### src/rtl/pipe_pkg.sv
// Shared types and constants for handshaked pipeline stages.
// Imported by every stage register in the core.
package pipe_pkg;

  typedef enum logic [1:0] {
    EMPTY = 2'd0,
    ONE   = 2'd1,
    FULL  = 2'd2
  } state_t;

  localparam logic [15:0] NOP_INSTR_DEFAULT = 16'hFFFF;
  localparam int          PC_RESET          = 0;

endpackage

### src/rtl/sat_counter.sv
// Saturating event counter for stage performance debug.
// Counts once per cycle with inc=1 and sticks at all-ones.
module sat_counter #(
  parameter int W = 16
) (
  input  logic         clk,
  input  logic         reset_n,
  input  logic         inc,
  output logic [W-1:0] count
);

  logic at_max;

  assign at_max = (count == {W{1'b1}});

  always_ff @(posedge clk or negedge reset_n) begin
    if (!reset_n) begin
      count <= '0;
    end else if (inc && !at_max) begin
      count <= count + W'(1);
    end
  end

endmodule

### src/rtl/pipe_skid_stage.sv
// Handshaked pipeline register with a 2-entry skid buffer.
// in_ready decodes only the state register, never out_ready.
module pipe_skid_stage
  import pipe_pkg::*;
#(
  parameter int                 INSTR_W   = 16,
  parameter int                 PC_W      = 16,
  parameter logic [INSTR_W-1:0] NOP_INSTR = INSTR_W'(NOP_INSTR_DEFAULT),
  parameter int                 CNT_W     = 16
) (
  input  logic               clk,
  input  logic               reset_n,
  input  logic               flush,
  input  logic               in_valid,
  output logic               in_ready,
  input  logic [INSTR_W-1:0] in_instr,
  input  logic [PC_W-1:0]    in_pc,
  output logic               out_valid,
  input  logic               out_ready,
  output logic [INSTR_W-1:0] out_instr,
  output logic [PC_W-1:0]    out_pc,
  output logic [CNT_W-1:0]   stall_cnt,
  output logic [CNT_W-1:0]   flush_cnt
);

  state_t state_q;
  state_t state_d;

  logic [INSTR_W-1:0] main_instr;
  logic [PC_W-1:0]    main_pc;
  logic [INSTR_W-1:0] skid_instr;
  logic [PC_W-1:0]    skid_pc;

  logic acc;
  logic deq;
  logic load_main_in;
  logic load_main_skid;
  logic load_skid;
  logic stall_inc;
  logic flush_inc;

  assign in_ready  = (state_q != FULL);
  assign out_valid = (state_q != EMPTY);
  assign acc       = in_valid & in_ready;
  assign deq       = out_valid & out_ready;

  always_ff @(posedge clk or negedge reset_n) begin
    if (!reset_n) begin
      state_q <= EMPTY;
    end else begin
      state_q <= state_d;
    end
  end

  always_comb begin
    state_d        = state_q;
    load_main_in   = 1'b0;
    load_main_skid = 1'b0;
    load_skid      = 1'b0;
    if (flush) begin
      state_d = EMPTY;
    end else begin
      case (state_q)
        EMPTY: begin
          if (acc) begin
            state_d      = ONE;
            load_main_in = 1'b1;
          end
        end
        ONE: begin
          unique case (1'b1)
            acc && !deq: begin
              state_d   = FULL;
              load_skid = 1'b1;
            end
            acc && deq: begin
              load_main_in = 1'b1;
            end
            !acc && deq: begin
              state_d = EMPTY;
            end
            default: begin
            end
          endcase
        end
        FULL: begin
          if (deq) begin
            state_d        = ONE;
            load_main_skid = 1'b1;
          end
        end
        default: begin
          state_d = EMPTY;
        end
      endcase
    end
  end

  always_ff @(posedge clk or negedge reset_n) begin
    if (!reset_n) begin
      main_instr <= NOP_INSTR;
      main_pc    <= PC_W'(PC_RESET);
      skid_instr <= NOP_INSTR;
      skid_pc    <= PC_W'(PC_RESET);
    end else begin
      if (load_main_in) begin
        main_instr <= in_instr;
        main_pc    <= in_pc;
      end else if (load_main_skid) begin
        main_instr <= skid_instr;
        main_pc    <= skid_pc;
      end
      if (load_skid) begin
        skid_instr <= in_instr;
        skid_pc    <= in_pc;
      end
    end
  end

  // Empty head shows a bubble whatever the slot still holds
  assign out_instr = out_valid ? main_instr : NOP_INSTR;
  assign out_pc    = out_valid ? main_pc : PC_W'(PC_RESET);

  assign stall_inc = out_valid & ~out_ready;
  assign flush_inc = flush & (out_valid | acc);

  sat_counter #(
    .W(CNT_W)
  ) u_stall_cnt (
    .clk    (clk),
    .reset_n(reset_n),
    .inc    (stall_inc),
    .count  (stall_cnt)
  );

  sat_counter #(
    .W(CNT_W)
  ) u_flush_cnt (
    .clk    (clk),
    .reset_n(reset_n),
    .inc    (flush_inc),
    .count  (flush_cnt)
  );

endmodule
### config.mk
export PLATFORM = sky130hd
export DESIGN_NAME = pipe_skid_stage
export DESIGN_NICKNAME = d
export VERILOG_FILES = /design/src/rtl/pipe_pkg.sv /design/src/rtl/sat_counter.sv /design/src/rtl/pipe_skid_stage.sv
export SDC_FILE = /design/constraint.sdc
export NUM_CORES = 1
export LEC_CHECK = 0
export BUFFER_PORTS_ARGS = -buffer_cell sky130_fd_sc_hd__buf_2
export CELL_PAD_IN_SITES_DETAIL_PLACEMENT = 1
export CELL_PAD_IN_SITES_GLOBAL_PLACEMENT = 1
export CORE_AREA = 2 2 146 91
export DETAILED_ROUTE_END_ITERATION = 6
export DIE_AREA = 0 0 148 93
export PLACE_DENSITY = 0.78
export RECOVER_POWER = 25
export SYNTH_ARGS = -nofsm -noshare
export SYNTH_HDL_FRONTEND = slang
export SYNTH_SLANG_ARGS = --single-unit
### constraint.sdc
create_clock -name clk -period 1.99 [get_ports clk]
set_clock_uncertainty 0.1 [all_clocks]
set_input_delay 0.2985 -clock clk [delete_from_list [all_inputs] [get_ports clk]]
set_output_delay 0.2985 -clock clk [all_outputs]
set_load 0.05 [all_outputs]
==> impl_metrics.csv, run 1 <==
group,metric,value,unit
worst_setup_path,crit_family,"flip-flops",
synth,syn_inst,401,
timing,setup_slack,61.6,ps
finish,layout_commonest_cell,"buf_2",
worst_setup_path,start_kind,"flip-flop",
timing,finalHoldViolCount,0,
finish,area_delta_synth_final,29.1,%
floorplanning,rows,32,
worst_setup_path,worst-setup-path-type,"flip-flop to output pin",
detailed_routing,ant_nets,0,
finish,layout_common_cells,"buf_2, nand2_1, dfrtp_1",
worst_setup_path,end_kind,"output pin",
detailed_routing,drt_iter0_drc,114,
timing,setup_viol,0,
placement,dp_slack,-339,ps
synth,synth.net_count,440,
floorplanning,die_y,93,um
timing,max_freq,0.519,GHz
synth,synth_edf_count,0,
detailed_routing,vias,3471,
global_routing,grt_max_degree,48,
detailed_routing,routed_wl,11800,um
floorplanning,coreArea,0.0125,mm^2
global_routing,grt.total_usage,17.9,%
placement,dp.cells,687,
detailed_routing,first_pass_iters,4,
floorplanning,io_pins,103,
detailed_routing,avgViaCountPerCell,4.90,
floorplanning,dieWidth,148,um
synth,synth_area,0.00460,mm^2
cts,clk_pin_slew_worst_paths,70,ps
cts,clockBufferDepth,2,
synth,synth_ff_type,"dfrtp_1",
timing,timing.final.crit_share,96.9,%
cts,cts_inserted_buffers,9,
timing,finalMaxSlewViolations,0,
pwr,p_total,0.00623,W
worst_setup_path,crit_arrival,1530,ps
timing,rsz0062_at_grt,"true",
floorplanning,start_util,36.8,%
cts,cts_tree,"done",
cts,clock-sinks,98,
detailed_routing,drc,0,
cts,clockRootBuffer,"clkbuf_16",
placement,dp_hpwl,8730,um
outcome,status,"complete, no violations",
synth,ys_ff_latch,98,
timing,maxSlewHeadroom,46.7,%
placement,port_buffers,102,
worst_setup_path,required,1590,ps
synth,yosysWarnings,0,
pwr,worst_ir_drop_vdd,727,uV
global_routing,antenna_found_initial,2,
timing,tns,0,ps
finish,drive_gt1_share,52.4,%
run,drv_cap,0,
synth,yosysUniqueCellTypes,40,
finish,nNetsFinal,572,
pwr,p_leak,2.59,nW
pwr,p_per_area,1050,mW/mm^2
timing,tightest_slew,799,ps
worst_setup_path,cp_slowest_cell,"dfrtp_2",
worst_hold_path,hold_path.class,"primary input to flip-flop",
worst_setup_path,cp_slowest_stage_delay,450,ps
worst_setup_path,path_cells,"nor2_4, buf_4, or2_2, buf_2",
placement,gp_congestion,0.793,
timing,period_minus_slack,1930,ps
worst_setup_path,cp_max_fo,9,
floorplanning,dieArea,0.0138,mm^2
global_routing,overflow,0,
synth,async_flop_share,100,%
worst_setup_path,path_buf_inv,2,
detailed_routing,detail_route.wl_per_cell,16.7,um
finish,stdcell_count,709,
synth,syn_area_per_cell,11.5,um^2
global_routing,grt_pass1_wl,19400,um
cts,clk_latency,340,ps
worst_setup_path,rrSetupSlack,120,ps
synth,ys_seq_area_share,54.2,%
global_routing,grt_pass1_vias,3774,
cts,cts_max_level,3,
-- worst register-to-register path, delay by kind of cell (launching register included) --
family,cells,cell delay [ps]
fa+ha+maj,1,190
mux,1,330
compound gates,1,390
flops,1,360
simple gates,1,180
buf+inv,1,210
-- power breakdown --
group | switching (W) | total (W) | internal (W)
clock network | 0.000752 | 0.00163 | 0.000876
registers | 0.000269 | 0.00280 | 0.00253
logic | 0.00116 | 0.00181 | 0.000649
-- what timing repair did --
item / CTS / global route
endpoints found under the setup margin: 43 / 20
pin swaps: 2 / 0
gates resized for setup: 4 / 3
hold buffers: 1 / 0
endpoints found under the hold margin: 25 / 0
setup buffers: 3 / 1
-- layer usage --
layer	global-route usage [%]	wire, um
met2	29.6	5570
met4	3.81	96
met3	4.83	576
met5	0	0
met1	23.9	5590
-- Yosys cell counts, types with 2 or more instances --
cell type	number	area share, %
nor3_1	6	0.65
nand2_1	45	3.7
nor2_1	15	1.2
o21ai_0	30	3.3
ha_1	2	0.54
nor2b_1	17	2.3
dfstp_2	32	18
nand3_2	2	0.44
nor3b_1	2	0.33
or4_4	2	0.49
clkbuf_1	9	0.73
mux2i_1	33	7.2
nor4_1	3	0.41
xor2_1	21	4.0
o41ai_2	2	0.71
or2_2	18	2.4
nand4_1	6	0.82
nor4_2	2	0.54
dfrtp_1	66	36
buf_4	5	0.82
o21ai_1	5	0.54
nand2b_1	2	0.27
nand3_1	9	0.98
mux2_2	34	8.3
buf_2	5	0.54
xnor2_1	8	1.5
inv_1	7	0.57
-- cell type report --
type	count	area [um^2]
Inverter	7	26.3
Multi-Input combinational cell	277	2030
Sequential cell	98	2530
Antenna cell	1	2.50
Timing Repair Buffer	140	857
Clock inverter	5	31.3
Clock buffer	11	243
Fill cell	1364	6560
Tap cell	170	213
-- worst paths after layout --
| kind | start | end | cells after the start |
|---|---|---|---|
| max | state_q[1] | out_instr[7] | 4 |
| min | in_instr[14] | main_instr[14] | 3 |
| max reg2reg | u_flush_cnt.count[0] | u_flush_cnt.count[1] | 5 |
| min reg2reg | u_stall_cnt.count[7] | u_stall_cnt.count[7] | 1 |
| max in group asynchronous | reset_n | u_stall_cnt.count[10] | 3 |
| min in group asynchronous | reset_n | u_stall_cnt.count[1] | 2 |
-- stage by stage --
stage	instance area, um^2	hold slack [ps]	utilization (%)
floorplan	4630	-97.1	-
global placement	5610	158	44.9
detailed placement	5610	163	44.9
CTS	5930	59.2	47.5
global route	5930	62.0	47.5
finish	5930	68.9	47.5
-- flip-flops by register name, indices dropped and copies added (netlist names) --
name	count
skid_pc	16
state_q	2
skid_instr	16
u_stall_cnt.count	16
main_pc	16
u_flush_cnt.count	16
main_instr	16
-- logic make-up after synthesis --
logic type	count (synthesis)	share of synthesized area, %
buffers and inverters	26	2.67
flip-flops	98	54.2
XOR/XNOR	29	5.52
multiplexers	67	15.5
adder cells (fa/ha/maj)	2	0.544
AND/OR/NAND/NOR	136	16.0
AO/OA/AOI/OAI	43	5.58
No activity file was read; power rests on OpenSTA's default activity.
==> run 2: changes to the inputs <==
--- a/config.mk
+++ b/config.mk
@@ -6,11 +6,11 @@
 export NUM_CORES = 1
 export LEC_CHECK = 0
 export BUFFER_PORTS_ARGS = -buffer_cell sky130_fd_sc_hd__buf_2
-export CELL_PAD_IN_SITES_DETAIL_PLACEMENT = 1
-export CELL_PAD_IN_SITES_GLOBAL_PLACEMENT = 1
-export CORE_AREA = 2 2 146 91
+export CELL_PAD_IN_SITES_DETAIL_PLACEMENT = 2
+export CELL_PAD_IN_SITES_GLOBAL_PLACEMENT = 2
+export CORE_AREA = 2 2 161 100
 export DETAILED_ROUTE_END_ITERATION = 6
-export DIE_AREA = 0 0 148 93
+export DIE_AREA = 0 0 163 102
 export PLACE_DENSITY = 0.78
 export RECOVER_POWER = 25
 export SYNTH_ARGS = -nofsm -noshare
==> impl_metrics.csv, run 2 (synthesis gave the netlist of run 1 again) <==
group,metric,value,unit
worst_setup_path,path_buf_inv,2,
global_routing,grt_pass1_vias,3918,
detailed_routing,detail_route.wl_per_cell,17.5,um
pwr,p_total,0.00650,W
floorplanning,coreArea,0.0151,mm^2
finish,layout_common_cells,"buf_2, nand2_1, dfrtp_1",
cts,clock-sinks,98,
floorplanning,rows,35,
placement,port_buffers,102,
pwr,worst_ir_drop_vdd,729,uV
worst_setup_path,path_cells,"nor2_4, buf_6, or2_2, clkbuf_4",
worst_setup_path,r2r-end,"u_flush_cnt.count[14]",
placement,dp_slack,95.2,ps
global_routing,grt_pass1_wl,21000,um
detailed_routing,vias,3391,
timing,period_minus_slack,1900,ps
cts,clk_latency,340,ps
detailed_routing,first_pass_iters,4,
worst_setup_path,start_kind,"flip-flop",
global_routing,overflow,0,
global_routing,grt_max_degree,99,
cts,cts_max_level,3,
global_routing,antenna_found_initial,0,
detailed_routing,ant_nets,0,
worst_setup_path,r2r-start,"u_flush_cnt.count[0]",
timing,maxSlewHeadroom,38.8,%
timing,finalHoldViolCount,0,
pwr,p_leak,2.52,nW
cts,cts_inserted_buffers,9,
worst_setup_path,cp_num_cells,4,
cts,clockRootBuffer,"clkbuf_16",
floorplanning,start_util,30.4,%
timing,setup_viol,0,
timing,finalMaxSlewViolations,0,
finish,area_delta_synth_final,27.7,%
cts,clockBufferDepth,2,
detailed_routing,drc,0,
timing,setup_slack,90.4,ps
floorplanning,dieWidth,163,um
finish,nNetsFinal,548,
finish,drive_gt1_share,50.4,%
cts,cts_tree,"done",
run,drv_cap,0,
worst_setup_path,cp_max_fo,13,
worst_setup_path,cp_slowest_cell,"dfrtp_2",
timing,tns,0,ps
timing,rsz0062_at_grt,"false",
worst_setup_path,setup.worst_path.end,"out_instr[13]",
pwr,p_per_area,1110,mW/mm^2
worst_hold_path,hold_path.class,"primary input to flip-flop",
finish,layout_commonest_cell,"buf_2",
detailed_routing,avgViaCountPerCell,4.73,
outcome,status,"complete, no violations",
floorplanning,dieArea,0.0166,mm^2
worst_setup_path,ff2ff_path_depth,5,
worst_setup_path,cp-startpoint,"state_q[1]",
finish,fillers,1598,
timing,tightest_slew,919,ps
floorplanning,die_y,102,um
worst_setup_path,required,1590,ps
global_routing,grt.total_usage,16.1,%
cts,clk_pin_slew_worst_paths,80,ps
finish,utilization,38.9,%
timing,max_freq,0.526,GHz
worst_setup_path,crit_family,"flip-flops",
finish,antenna_cells,0,
worst_setup_path,end_kind,"output pin",
placement,gp_congestion,0.775,
worst_setup_path,crit_arrival,1500,ps
floorplanning,io_pins,103,
detailed_routing,routed_wl,12500,um
detailed_routing,drt_iter0_drc,102,
worst_setup_path,worst-setup-path-type,"flip-flop to output pin",
cts,post_cts_buffers,0,
timing,timing.final.crit_share,95.5,%
worst_setup_path,rrSetupSlack,100,ps
placement,dp_hpwl,8660,um
worst_setup_path,cp_slowest_stage_delay,460,ps
[run 2: layer usage]
| metal | GRT usage [%] | part of all wire, % | wire, um | vias to the layer above |
|---|---|---|---|---|
| met4 | 2.45 | 0.45 | 56 | 0 |
| met2 | 27.4 | 48 | 5970 | 66 |
| met3 | 3.77 | 3.9 | 489 | 6 |
| li1 | - | - | - | 1590 |
| met5 | 0 | 0 | 0 | - |
| met1 | 21.6 | 48 | 6020 | 1729 |
[run 2: how the worst min path moves through the flow]
| stage | startpoint | to | slack (ps) | cells past startpoint |
|---|---|---|---|---|
| 3_5_place_dp | reset_n | u_stall_cnt.count[15] | 310 | 2 |
| 6_report | in_instr[10] | main_instr[10] | 70 | 3 |
| 4_1_cts | in_instr[10] | main_instr[10] | 60 | 3 |
| 3_3_place_gp | reset_n | u_stall_cnt.count[7] | 300 | 2 |
| 5_1_grt | in_instr[11] | main_instr[11] | 70 | 3 |
| 2_1_floorplan | reset_n | main_pc[0] | -100 | 0 |
[run 2: layout make-up]
cell class	count	area, um^2	share of cell area, %
Clock inverter	7	106	1.81
Clock buffer	9	225	3.84
Tap cell	203	254	4.33
Inverter	7	26.3	0.448
Multi-Input combinational cell	277	2010	34.2
Timing Repair Buffer	116	721	12.3
Sequential cell	98	2530	43.1
[run 2: worst reg2reg max path: cells and delay by family (launching register included)]
family / cells / cell delay [ps]
adders and majority gates: 1 / 250
DFF: 1 / 420
xor gates and xnor gates: 1 / 190
and+or+nand+nor: 3 / 840
[run 2: where the power goes]
| part | switching [W] | internal, W | total (W) | leakage [nW] |
|---|---|---|---|---|
| Combinational | 0.00110 | 0.000580 | 0.00168 | 1.22 |
| Sequential | 0.000344 | 0.00253 | 0.00287 | 1.13 |
| Clock | 0.000822 | 0.00113 | 0.00195 | 0.163 |
[run 2: stage by stage]
step	hold WS, ps	area (um^2)	cells
after floorplan	-97.1	4630	401
after global placement	296	5470	700
after detailed placement	309	5470	700
after CTS	61.6	5840	717
after global routing	68.8	5870	717
final	68.0	5870	717
[run 2: repair_timing]
item                                    CTS  global route
hold buffers                              1             0
hold endpoints to repair                 66             0
gates resized for setup                  11            13
gates cloned                              0             0
endpoints found under the setup margin   14            19
